File: src/rtl/rsi_multi_channel.sv
// Multi-channel RSI signal block: per-stock sliding window of N price deltas and a 7-cycle
// restoring divider. Define RSI_HYST_EN for edge-triggered buy/sell flags via per-channel zones.
module rsi_multi_channel #(
  parameter int unsigned PRICE_W = 14,
  parameter int unsigned CH_W    = 2,
  parameter int unsigned N       = 10,
  parameter int unsigned RSI_OB  = 70,
  parameter int unsigned RSI_OS  = 30
) (
  input  logic               clk,
  input  logic               rst_n,
  input  logic               in_valid,
  output logic               in_ready,
  input  logic [CH_W-1:0]    in_stock_id,
  input  logic [PRICE_W-1:0] in_price,
  output logic               out_valid,
  output logic [CH_W-1:0]    out_stock_id,
  output logic [6:0]         out_rsi,
  output logic               out_warm,
  output logic               buy_signal,
  output logic               sell_signal
);

  localparam int unsigned NUM_CH = 1 << CH_W;
  localparam int unsigned CW     = $clog2(N + 1);
  localparam int unsigned SW     = PRICE_W + CW;
  localparam int unsigned PW     = $clog2(N);
  localparam int unsigned DW     = SW + 7;
  localparam logic [DW-1:0] Hundred = DW'(100);

  typedef enum logic [1:0] {StIdle, StUpdate, StDivide, StDone} state_e;

  state_e state_q, state_d;

  logic [CH_W-1:0]           ch_q;
  logic [PRICE_W-1:0]        price_q;
  logic [PRICE_W-1:0]        prev_q [NUM_CH];
  logic                      seen_q [NUM_CH];
  logic signed [PRICE_W:0]   dmem_q [NUM_CH][N];
  logic [PW-1:0]             wr_q   [NUM_CH];
  logic [CW-1:0]             cnt_q  [NUM_CH];
  logic [SW-1:0]             gain_q [NUM_CH];
  logic [SW-1:0]             loss_q [NUM_CH];
  logic [DW-1:0]             rem_q;
  logic [SW-1:0]             dvs_q;
  logic [6:0]                quo_q;
  logic [2:0]                bit_q;
  logic                      warm_q;

  // Window update for the channel being processed
  logic signed [PRICE_W:0] delta, ndelta, oldest, noldest;
  logic [SW-1:0]           gain_new, loss_new, sum_new;
  logic [CW-1:0]           cnt_new;

  always_comb begin
    delta    = $signed({1'b0, price_q}) - $signed({1'b0, prev_q[ch_q]});
    ndelta   = -delta;
    oldest   = dmem_q[ch_q][wr_q[ch_q]];
    noldest  = -oldest;
    gain_new = gain_q[ch_q];
    loss_new = loss_q[ch_q];
    cnt_new  = cnt_q[ch_q];
    if (seen_q[ch_q]) begin
      if (cnt_q[ch_q] == CW'(N)) begin
        if (oldest > 0)      gain_new = gain_new - SW'($unsigned(oldest));
        else if (oldest < 0) loss_new = loss_new - SW'($unsigned(noldest));
      end else begin
        cnt_new = cnt_q[ch_q] + CW'(1);
      end
      if (delta > 0)      gain_new = gain_new + SW'($unsigned(delta));
      else if (delta < 0) loss_new = loss_new + SW'($unsigned(ndelta));
    end
    sum_new = gain_new + loss_new;
  end

  // One restoring step; quotient < 128 so starting at bit 6 never overflows
  logic [DW-1:0] dvs_sh;
  logic          fits;
  logic [6:0]    quo_step;

  always_comb begin
    dvs_sh   = DW'(dvs_q) << bit_q;
    fits     = rem_q >= dvs_sh;
    quo_step = quo_q;
    if (fits) quo_step[bit_q] = 1'b1;
  end

  logic       load_out;
  logic [6:0] rsi_res;
  logic       warm_res, in_low, in_high, buy_res, sell_res;

  always_comb begin
    load_out = (state_q == StUpdate && sum_new == '0) || (state_q == StDivide && bit_q == 3'd0);
    rsi_res  = (state_q == StUpdate) ? 7'd50 : quo_step;
    warm_res = (state_q == StUpdate) ? (cnt_new == CW'(N)) : warm_q;
    in_low   = rsi_res < 7'(RSI_OS);
    in_high  = rsi_res > 7'(RSI_OB);
  end

`ifdef RSI_HYST_EN
  localparam logic [1:0] ZLow = 2'd0, ZMid = 2'd1, ZHigh = 2'd2;
  logic [1:0] zone_q [NUM_CH];

  always_comb begin
    buy_res  = warm_res && in_low  && (zone_q[ch_q] != ZLow);
    sell_res = warm_res && in_high && (zone_q[ch_q] != ZHigh);
  end

  always_ff @(posedge clk) begin
    if (!rst_n) begin
      for (int c = 0; c < NUM_CH; c++) zone_q[c] <= ZMid;
    end else if (load_out && warm_res) begin
      zone_q[ch_q] <= in_low ? ZLow : (in_high ? ZHigh : ZMid);
    end
  end
`else
  always_comb begin
    buy_res  = warm_res && in_low;
    sell_res = warm_res && in_high;
  end
`endif

  always_comb begin
    state_d = state_q;
    unique case (state_q)
      StIdle:   if (in_valid) state_d = StUpdate;
      StUpdate: state_d = (sum_new == '0) ? StDone : StDivide;
      StDivide: if (bit_q == 3'd0) state_d = StDone;
      StDone:   state_d = StIdle;
    endcase
  end

  assign in_ready  = rst_n && (state_q == StIdle);
  assign out_valid = (state_q == StDone);

  always_ff @(posedge clk) begin
    if (!rst_n) begin
      state_q      <= StIdle;
      ch_q         <= '0;
      price_q      <= '0;
      rem_q        <= '0;
      dvs_q        <= '0;
      quo_q        <= '0;
      bit_q        <= '0;
      warm_q       <= 1'b0;
      out_stock_id <= '0;
      out_rsi      <= '0;
      out_warm     <= 1'b0;
      buy_signal   <= 1'b0;
      sell_signal  <= 1'b0;
      for (int c = 0; c < NUM_CH; c++) begin
        prev_q[c] <= '0;
        seen_q[c] <= 1'b0;
        wr_q[c]   <= '0;
        cnt_q[c]  <= '0;
        gain_q[c] <= '0;
        loss_q[c] <= '0;
        for (int k = 0; k < N; k++) dmem_q[c][k] <= '0;
      end
    end else begin
      state_q <= state_d;
      if (state_q == StIdle && in_valid) begin
        ch_q    <= in_stock_id;
        price_q <= in_price;
      end
      if (state_q == StUpdate) begin
        prev_q[ch_q] <= price_q;
        seen_q[ch_q] <= 1'b1;
        if (seen_q[ch_q]) begin
          dmem_q[ch_q][wr_q[ch_q]] <= delta;
          wr_q[ch_q] <= (wr_q[ch_q] == PW'(N - 1)) ? '0 : wr_q[ch_q] + PW'(1);
        end
        gain_q[ch_q] <= gain_new;
        loss_q[ch_q] <= loss_new;
        cnt_q[ch_q]  <= cnt_new;
        warm_q       <= (cnt_new == CW'(N));
        rem_q        <= DW'(gain_new) * Hundred;
        dvs_q        <= sum_new;
        quo_q        <= '0;
        bit_q        <= 3'd6;
      end
      if (state_q == StDivide) begin
        if (fits) rem_q <= rem_q - dvs_sh;
        quo_q <= quo_step;
        bit_q <= bit_q - 3'd1;
      end
      if (load_out) begin
        out_stock_id <= ch_q;
        out_rsi      <= rsi_res;
        out_warm     <= warm_res;
        buy_signal   <= buy_res;
        sell_signal  <= sell_res;
      end
    end
  end

endmodule

File: config.mk
export PLATFORM = sky130hd
export DESIGN_NAME = rsi_multi_channel
export DESIGN_NICKNAME = d
export VERILOG_FILES = /design/src/rtl/rsi_multi_channel.sv
export SDC_FILE = /design/constraint.sdc
export NUM_CORES = 2
export LEC_CHECK = 0
export ABC_AREA = 1
export CORE_MARGIN = 2
export CORE_UTILIZATION = 40
export CTS_CLUSTER_SIZE = 14
export DETAILED_ROUTE_END_ITERATION = 7
export GPL_ROUTABILITY_DRIVEN = 0
export GPL_TIMING_DRIVEN = 0
export MAX_ROUTING_LAYER = met4
export PLACE_DENSITY = 0.56
export SLEW_MARGIN = 5
export SYNTH_ARGS = -nofsm -noshare
export SYNTH_HDL_FRONTEND = slang
export SYNTH_SLANG_ARGS = --single-unit
File: constraint.sdc
create_clock -name clk -period 9.4 [get_ports clk]
set_clock_uncertainty 0.15 [all_clocks]
set_input_delay 1.88 -clock clk [delete_from_list [all_inputs] [get_ports clk]]
set_output_delay 1.88 -clock clk [all_outputs]
set_load 0.05 [all_outputs]
======== Word-level counts from Yosys, hierarchy flattened ========
Memories as Yosys holds them, arrays and structs flattened. A register that Yosys moved wholly into a read port is not among the register bits.
Cells that the tools add are included.
operators by class
  reduce and logical (&&, ||, !) cells .... 21
  bitwise logic cells ..................... 2
  $lt $le $gt $ge ......................... 11
  shift operators ......................... 1
  $mul .................................... 1
  add/sub/neg operators ................... 12
  equal/unequal tests ..................... 8
  mux-type cells .......................... 80
operator list
  cell                                                                           count
  150-bit two-way mux                                                            3
  18-bit two-way mux                                                             14
  150-bit OR reduction                                                           1
  25-bit two-way mux                                                             3
  15-bit binary-select mux with 4-bit select                                     1
  15-bit demux with 4-bit select                                                 1
  2-bit two-way mux                                                              23
  15-bit two-way mux                                                             3
  18-bit by 15-bit adder with 18-bit output                                      2
  18-bit OR reduction                                                            2
  18-bit by 15-bit subtractor with 18-bit output                                 2
  15-bit by 1-bit > comparator with 1-bit output, second input constant          2
  15-bit by 1-bit less-than comparator with 1-bit output, second input constant  2
  15-bit negator                                                                 2
  7-bit two-way mux                                                              4
  25-bit >= comparator                                                           1
  18-bit by 3-bit left shift with 25-bit output                                  1
  25-bit subtractor                                                              1
  18-bit by 5-bit multiplier with 23-bit output, second input constant           1
  4-bit two-way mux                                                              5
  18-bit adder                                                                   1
  18-bit zero test                                                               1
  1-bit two-way mux                                                              18
  14-bit by 14-bit subtractor with 15-bit output                                 1
  27 further kinds                                                               41
word-level totals
  word-level logic and storage cells ...... 156
  output and inout port bits .............. 14
  memories ................................ 7
  flip-flop bits (word level) ............. 84
  RAM bits ................................ 836
  bits of input ports ..................... 19
memories
  memory       words  width  rd ports  clocked after memory_dff  write ports  line  RTL
  dmem_q       4      150    1         1                         4            39    logic signed [PRICE_W:0] dmem_q [NUM_CH][N];
  gain_q       4      18     1         1                         4            42    logic [SW-1:0] gain_q [NUM_CH];
  loss_q       4      18     1         1                         4            43    logic [SW-1:0] loss_q [NUM_CH];
  prev_q       4      14     1         1                         4            37    logic [PRICE_W-1:0] prev_q [NUM_CH];
  cnt_q        4      4      1         1                         4            41    logic [CW-1:0] cnt_q [NUM_CH];
  wr_q         4      4      1         1                         4            40    logic [PW-1:0] wr_q [NUM_CH];
  +1 memories  --     --     --        --                        --           --

======== Depth between registers and ports, before layout ========
  depth in word-level cells ............... 18
  mapped depth ............................ 60
  depth with buffers taken out ............ 57

======== Least setup slack after synthesis ========
OpenSTA, ideal clock, no wires.
  kind .................................... register to register
  from .................................... reg with a tool-made name
  to ...................................... reg rem_q[21]
  library setup time ...................... 70 ps
  clock period less this slack ............ 9279 ps
  required time ........................... 9180 ps
  buffers on the path ..................... 13
  setup slack ............................. 121 ps
  cell stages (with the launch flop) ...... 52
  data arrival time ....................... 9060 ps
  cells stage by stage .................... dfxtp_1 -> inv_2 -> buf_6 -> buf_6 -> buf_6 -> buf_2 -> buf_2 -> buf_2 -> buf_2 -> buf_1 -> buf_1 -> buf_1 -> o21ai_0 -> o22ai_1 -> ha_1 -> inv_1 -> fa_1 -> inv_1 -> (+16 left out) -> ha_1 -> nand2_1 -> nand2_1 -> a31oi_1 -> o21ai_0 -> a21o_1 -> a21oi_1 -> o21ai_0 -> a21oi_1 -> o21bai_1 -> nand2_1 -> nand2_1 -> nand2_1 -> nand2_1 -> a21oi_1 -> xor2_1 -> nand2_1 -> a21oi_1
RTL lines
  item                  line  RTL
  end signal, assigned  177   rem_q <= DW'(gain_new) * Hundred;
  end signal, assigned  183   if (fits) rem_q <= rem_q - dvs_sh;
  end, declared         44    logic [DW-1:0] rem_q;

==> report_table.html <==
<table>
<tr><th>Metric</th><th>Value</th></tr>
<tr><th colspan="2">Worst setup path</th></tr>
<tr><td>Count of cells along the worst register-to-register path</td><td>56</td></tr>
<tr><td>Critical R2R Capture</td><td>state_q[0]$_SDFFE_PN0P_</td></tr>
<tr><td>Highest fanout seen on the critical path</td><td>28</td></tr>
<tr><td>Data arrival time at the worst-slack endpoint</td><td>about 9.6 ns</td></tr>
<tr><td>Startpoint type of the worst setup path</td><td>flop</td></tr>
<tr><td>Max incr delay on CP</td><td>roughly 0.55 ns</td></tr>
<tr><td>Worst setup path class</td><td>reg -&gt; reg</td></tr>
<tr><td>Endpoint required time on the critical path</td><td>between 9 and 10 ns</td></tr>
<tr><td>Critical path's slowest cell</td><td>o21ai_0</td></tr>
<tr><td>Capturing element type of the critical path</td><td>flop</td></tr>
<tr><td>Most prevalent standard cell on the critical path</td><td>nand2_1</td></tr>
<tr><td>Worst R2R Setup Slack</td><td>0.27 ns</td></tr>
<tr><th colspan="2">Floorplanning</th></tr>
<tr><td>Total Die Area</td><td>130000 sq um</td></tr>
<tr><td>Height of the die</td><td>360 um</td></tr>
<tr><td>Count of pins on the block boundary</td><td>33</td></tr>
<tr><td>Die X-Extent</td><td>360 um</td></tr>
<tr><td>Number of placement rows</td><td>130</td></tr>
<tr><td>Core outline area</td><td>126000 sq um</td></tr>
<tr><td>Effective utilization at floorplan</td><td>around two fifths</td></tr>
<tr><th colspan="2">Routing</th></tr>
<tr><td>WL/cell</td><td>28.1 um</td></tr>
<tr><td>Total vias in the final route</td><td>around 46k</td></tr>
<tr><td>Highest routed layer</td><td>met4</td></tr>
<tr><td>Met1 routed wirelength after detailed routing</td><td>between 80000 and 90000 um</td></tr>
<tr><td>Met3 WL post-DR</td><td>26800 um</td></tr>
<tr><td>Number of design-rule violations left by the first detailed-router iteration</td><td>between 6k and 7k</td></tr>
<tr><td>DR DRC count</td><td>0</td></tr>
<tr><td>Detailed route wirelength on metal2</td><td>around 96000 um</td></tr>
<tr><td>Via density</td><td>between 5 and 6</td></tr>
<tr><td>Number of search-and-repair iterations in the first detailed-routing pass</td><td>7</td></tr>
<tr><td>Number of routed nets with antenna violations</td><td>0</td></tr>
<tr><td>Wirelength, routed</td><td>roughly 220000 um</td></tr>
<tr><th colspan="2">Clock network</th></tr>
<tr><td>Clock tree from TritonCTS</td><td>done</td></tr>
<tr><td>Sinks on the clock net</td><td>~920</td></tr>
<tr><td>Maximum level of the CTS H-tree</td><td>3</td></tr>
<tr><td>Clk_lat worst skew</td><td>0.79 ns</td></tr>
<tr><td>Maximum clock path buffer count</td><td>3</td></tr>
<tr><td>Count of hold buffers inserted by post-cts repair</td><td>0</td></tr>
<tr><td>Number of buffers created by CTS</td><td>just over 100</td></tr>
<tr><td>Root buffer selected by CTS</td><td>clkbuf_16</td></tr>
<tr><td>Clock transition at the registers of the reported paths</td><td>~0.06 ns</td></tr>
<tr><th colspan="2">STA</th></tr>
<tr><td>Fmax</td><td>109 MHz</td></tr>
<tr><td>Max-Slew Margin vs Limit</td><td>less than 1%</td></tr>
<tr><td>Smallest setup slack after layout</td><td>around 0.27 ns</td></tr>
<tr><td>Final period util</td><td>between 90% and 100%</td></tr>
<tr><td>Pins over their slew limit</td><td>0</td></tr>
<tr><td>Setup TNS Final</td><td>0 ns</td></tr>
<tr><td>Shortest period the worst path allows</td><td>roughly 9.1 ns</td></tr>
<tr><td>Final-report setup violation count</td><td>0</td></tr>
<tr><td>Actual slew at the worst max-slew pin</td><td>1.50 ns</td></tr>
<tr><td>Final number of hold-violating endpoints</td><td>0</td></tr>
<tr><th colspan="2">Logic synthesis</th></tr>
<tr><td>Flip-flop and latch count after synthesis</td><td>just over 900</td></tr>
<tr><td>Most used flip-flop cell after synthesis</td><td>edfxtp_1</td></tr>
<tr><td>Number of warnings issued by yosys</td><td>0</td></tr>
<tr><td>Syn Inst Count</td><td>between 5k and 6k</td></tr>
<tr><td>Sequential share of the synthesized area</td><td>between 50 and 60%</td></tr>
<tr><td>Top post-synthesis cells by area</td><td>edfxtp_1 49%, nor2_1 9.9%, nand2_1 8.2%</td></tr>
<tr><td>Top cell type's share of synthesized area</td><td>between 40% and 50%</td></tr>
<tr><td>Cell taking the most area after synthesis</td><td>edfxtp_1</td></tr>
<tr><td>Post-synthesis net count</td><td>slightly above 6k</td></tr>
<tr><td>Number of enable flip-flop cells after synthesis</td><td>approximately 830</td></tr>
<tr><td>Netlist area before placement</td><td>slightly above 50000 sq um</td></tr>
<tr><td>Async set or reset register ratio after synthesis</td><td>0%</td></tr>
<tr><td>Count of different cell masters after synthesis</td><td>57</td></tr>
<tr><td>Average footprint of a synthesized cell</td><td>roughly 8.7 sq um</td></tr>
<tr><th colspan="2">Placed design</th></tr>
<tr><td>Worst Setup Slack post-DPL</td><td>-4.31 ns</td></tr>
<tr><td>Detailed Place HPWL</td><td>153000 um</td></tr>
<tr><td>Buffers added on ports</td><td>32</td></tr>
<tr><td>Placed insts</td><td>approximately 7.5k</td></tr>
<tr><th colspan="2">Global route</th></tr>
<tr><td>Maximum number of pins on one net before global-route repair</td><td>47</td></tr>
<tr><td>Initial antenna violation count</td><td>8</td></tr>
<tr><td>Total global routing track utilization</td><td>33.8%</td></tr>
<tr><td>Overflow after GRT</td><td>0</td></tr>
<tr><td>Wire length of the first global-routing pass</td><td>just over 300000 um</td></tr>
<tr><td>Via count of the first global-routing pass</td><td>around 42k</td></tr>
<tr><th colspan="2">Final layout</th></tr>
<tr><td>NumNets Final</td><td>between 6k and 7k</td></tr>
<tr><td>Layout Cells excl Fill</td><td>7796</td></tr>
<tr><td>Share of post-route cells with drive strength above 1</td><td>around 8.8%</td></tr>
<tr><td>Share of the core filled with cells</td><td>roughly 46%</td></tr>
<tr><td>Final-layout fill cell count</td><td>~12k</td></tr>
<tr><td>Area growth from synthesis to layout</td><td>14.5%</td></tr>
<tr><th colspan="2">Hold path</th></tr>
<tr><td>Hold path depth</td><td>2</td></tr>
<tr><td>Destination of the worst hold path</td><td>seen_q[1]$_DFF_P_</td></tr>
<tr><td>Hold path start</td><td>seen_q[1]$_DFF_P_</td></tr>
<tr><td>Path class of the lowest-slack min-delay path</td><td>reg -&gt; reg</td></tr>
<tr><th colspan="2">Job</th></tr>
<tr><td>Max-cap check violation count</td><td>3</td></tr>
<tr><th colspan="2">Outcome</th></tr>
<tr><td>Violations in the final reports</td><td>capacitance limit</td></tr>
<tr><td>Status</td><td>finished, violations left</td></tr>
</table>
-- cell families (layout without fill, tap and decap cells) --
family / count (synthesis) / count (layout) / share of synthesized area [%]
AO/OA/AOI/OAI: 955 / 955 / 10.6
AND/OR/NAND/NOR: 2780 / 2780 / 21.8
buffers and inverters: 851 / 1129 / 6.90
flip-flops: 922 / 922 / 52.9
other: 0 / 10 / 0
XOR/XNOR: 141 / 141 / 2.44
multiplexers: 4 / 4 / 0.0790
adder cells (fa/ha/maj): 205 / 205 / 5.36
-- worst max-delay path, delay by kind of cell (launching register included) --
family,cells,cell delay [ns]
adders and majority gates,3,0.80
and+or+nand+nor,24,2.88
DFF,1,0.35
buffers and inverters,10,1.53
xor gates and xnor gates,2,0.34
AOI/OAI and AO/OA,17,2.95
-- layer usage --
layer	GRT usage, %	vias to the layer above
met1	41.3	21800
met3	8.72	847
met2	51.0	3025
li1	-	19900
met5	-	-
met4	18.5	0
-- per-stage QoR --
| step | cell area, sq um | hold WS, ns |
|---|---|---|
| after detailed placement | 53200 | 0.319 |
| final | 58000 | 0.321 |
| after CTS | 57200 | 0.331 |
| after global routing | 58000 | 0.349 |
| after global placement | 53100 | 0.307 |
| after floorplan | 50700 | 0.272 |
-- worst max-delay path by stage --
stage                     start                      end  slack, ns  cells after the start
after floorplan            flop     rem_q[21]$_SDFF_PN0_       0.12                     51
after global placement     flop     rem_q[21]$_SDFF_PN0_      -4.23                     50
after detailed placement   flop     rem_q[21]$_SDFF_PN0_      -4.31                     50
after CTS                  flop     rem_q[21]$_SDFF_PN0_      0.002                     48
after global routing       flop     rem_q[22]$_SDFF_PN0_      -0.09                     55
final                      flop  state_q[0]$_SDFFE_PN0P_       0.27                     56
-- what timing repair did --
| item | in CTS | in global routing |
|---|---|---|
| pin swaps | 15 | 33 |
| setup buffers | 21 | 36 |
| endpoints found under the setup margin | 170 | 26 |
| resized for setup | 168 | 180 |
-- area by class of cell --
type / count / area (sq um) / share of cell area (%)
Clock buffer: 128 / 2720 / 4.69
Clock inverter: 63 / 548 / 0.944
Sequential cell: 922 / 26800 / 46.2
Inverter: 508 / 1930 / 3.32
Buffer: 337 / 1940 / 3.35
Tap cell: 1650 / 2060 / 3.56
Antenna cell: 10 / 25.0 / 0.0431
Multi-Input combinational cell: 4085 / 21200 / 36.5
Timing Repair Buffer: 93 / 855 / 1.47
-- layout by cell type (no fill, tap or decap), types with 19 or more instances in the layout --
master and n:
nor2_1 1328, nand2_1 1091, edfxtp_1 833, inv_1 476, o21ai_0 410, a21oi_1 205
nand3_1 205, clkbuf_1 194, ha_1 173, clkbuf_16 104, xor2_1 89, dfxtp_1 88
o22ai_1 80, buf_4 75, o21ai_1 66, buf_2 57, xnor2_1 39, o211ai_1 32
clkinv_1 32, clkdlybuf4s50_1 32, nor3_1 28, buf_6 24, nand4_1 23, nand2_2 21
clkinv_2 19
-- Yosys cell counts, drive strengths merged, types with 10 or more instances --
cell / count
clkbuf: 200
inv: 499
a211oi: 15
nand3b: 10
fa: 20
a32oi: 13
dfxtp: 89
nor4: 10
o22ai: 82
nand4: 23
edfxtp: 833
a31oi: 15
nand3: 215
xor2: 99
o211ai: 32
nor2: 1347
o21ai: 495
xnor2: 42
ha: 185
a32o: 16
o21bai: 16
nand2: 1126
a21o: 10
buf: 143
a21oi: 221
nor3: 32
-- state kept, by name, summed over array words and instances (netlist names), 14 cells and up, named ones only --
register / count
gain_q: 72
rem_q: 25
price_q: 14
dmem_q: 600
wr_q: 16
loss_q: 72
prev_q: 56
dvs_q: 18
cnt_q: 16
Power is not shown: default switching activity piles up to over one toggle a cycle in this logic, so the estimate is an artifact.
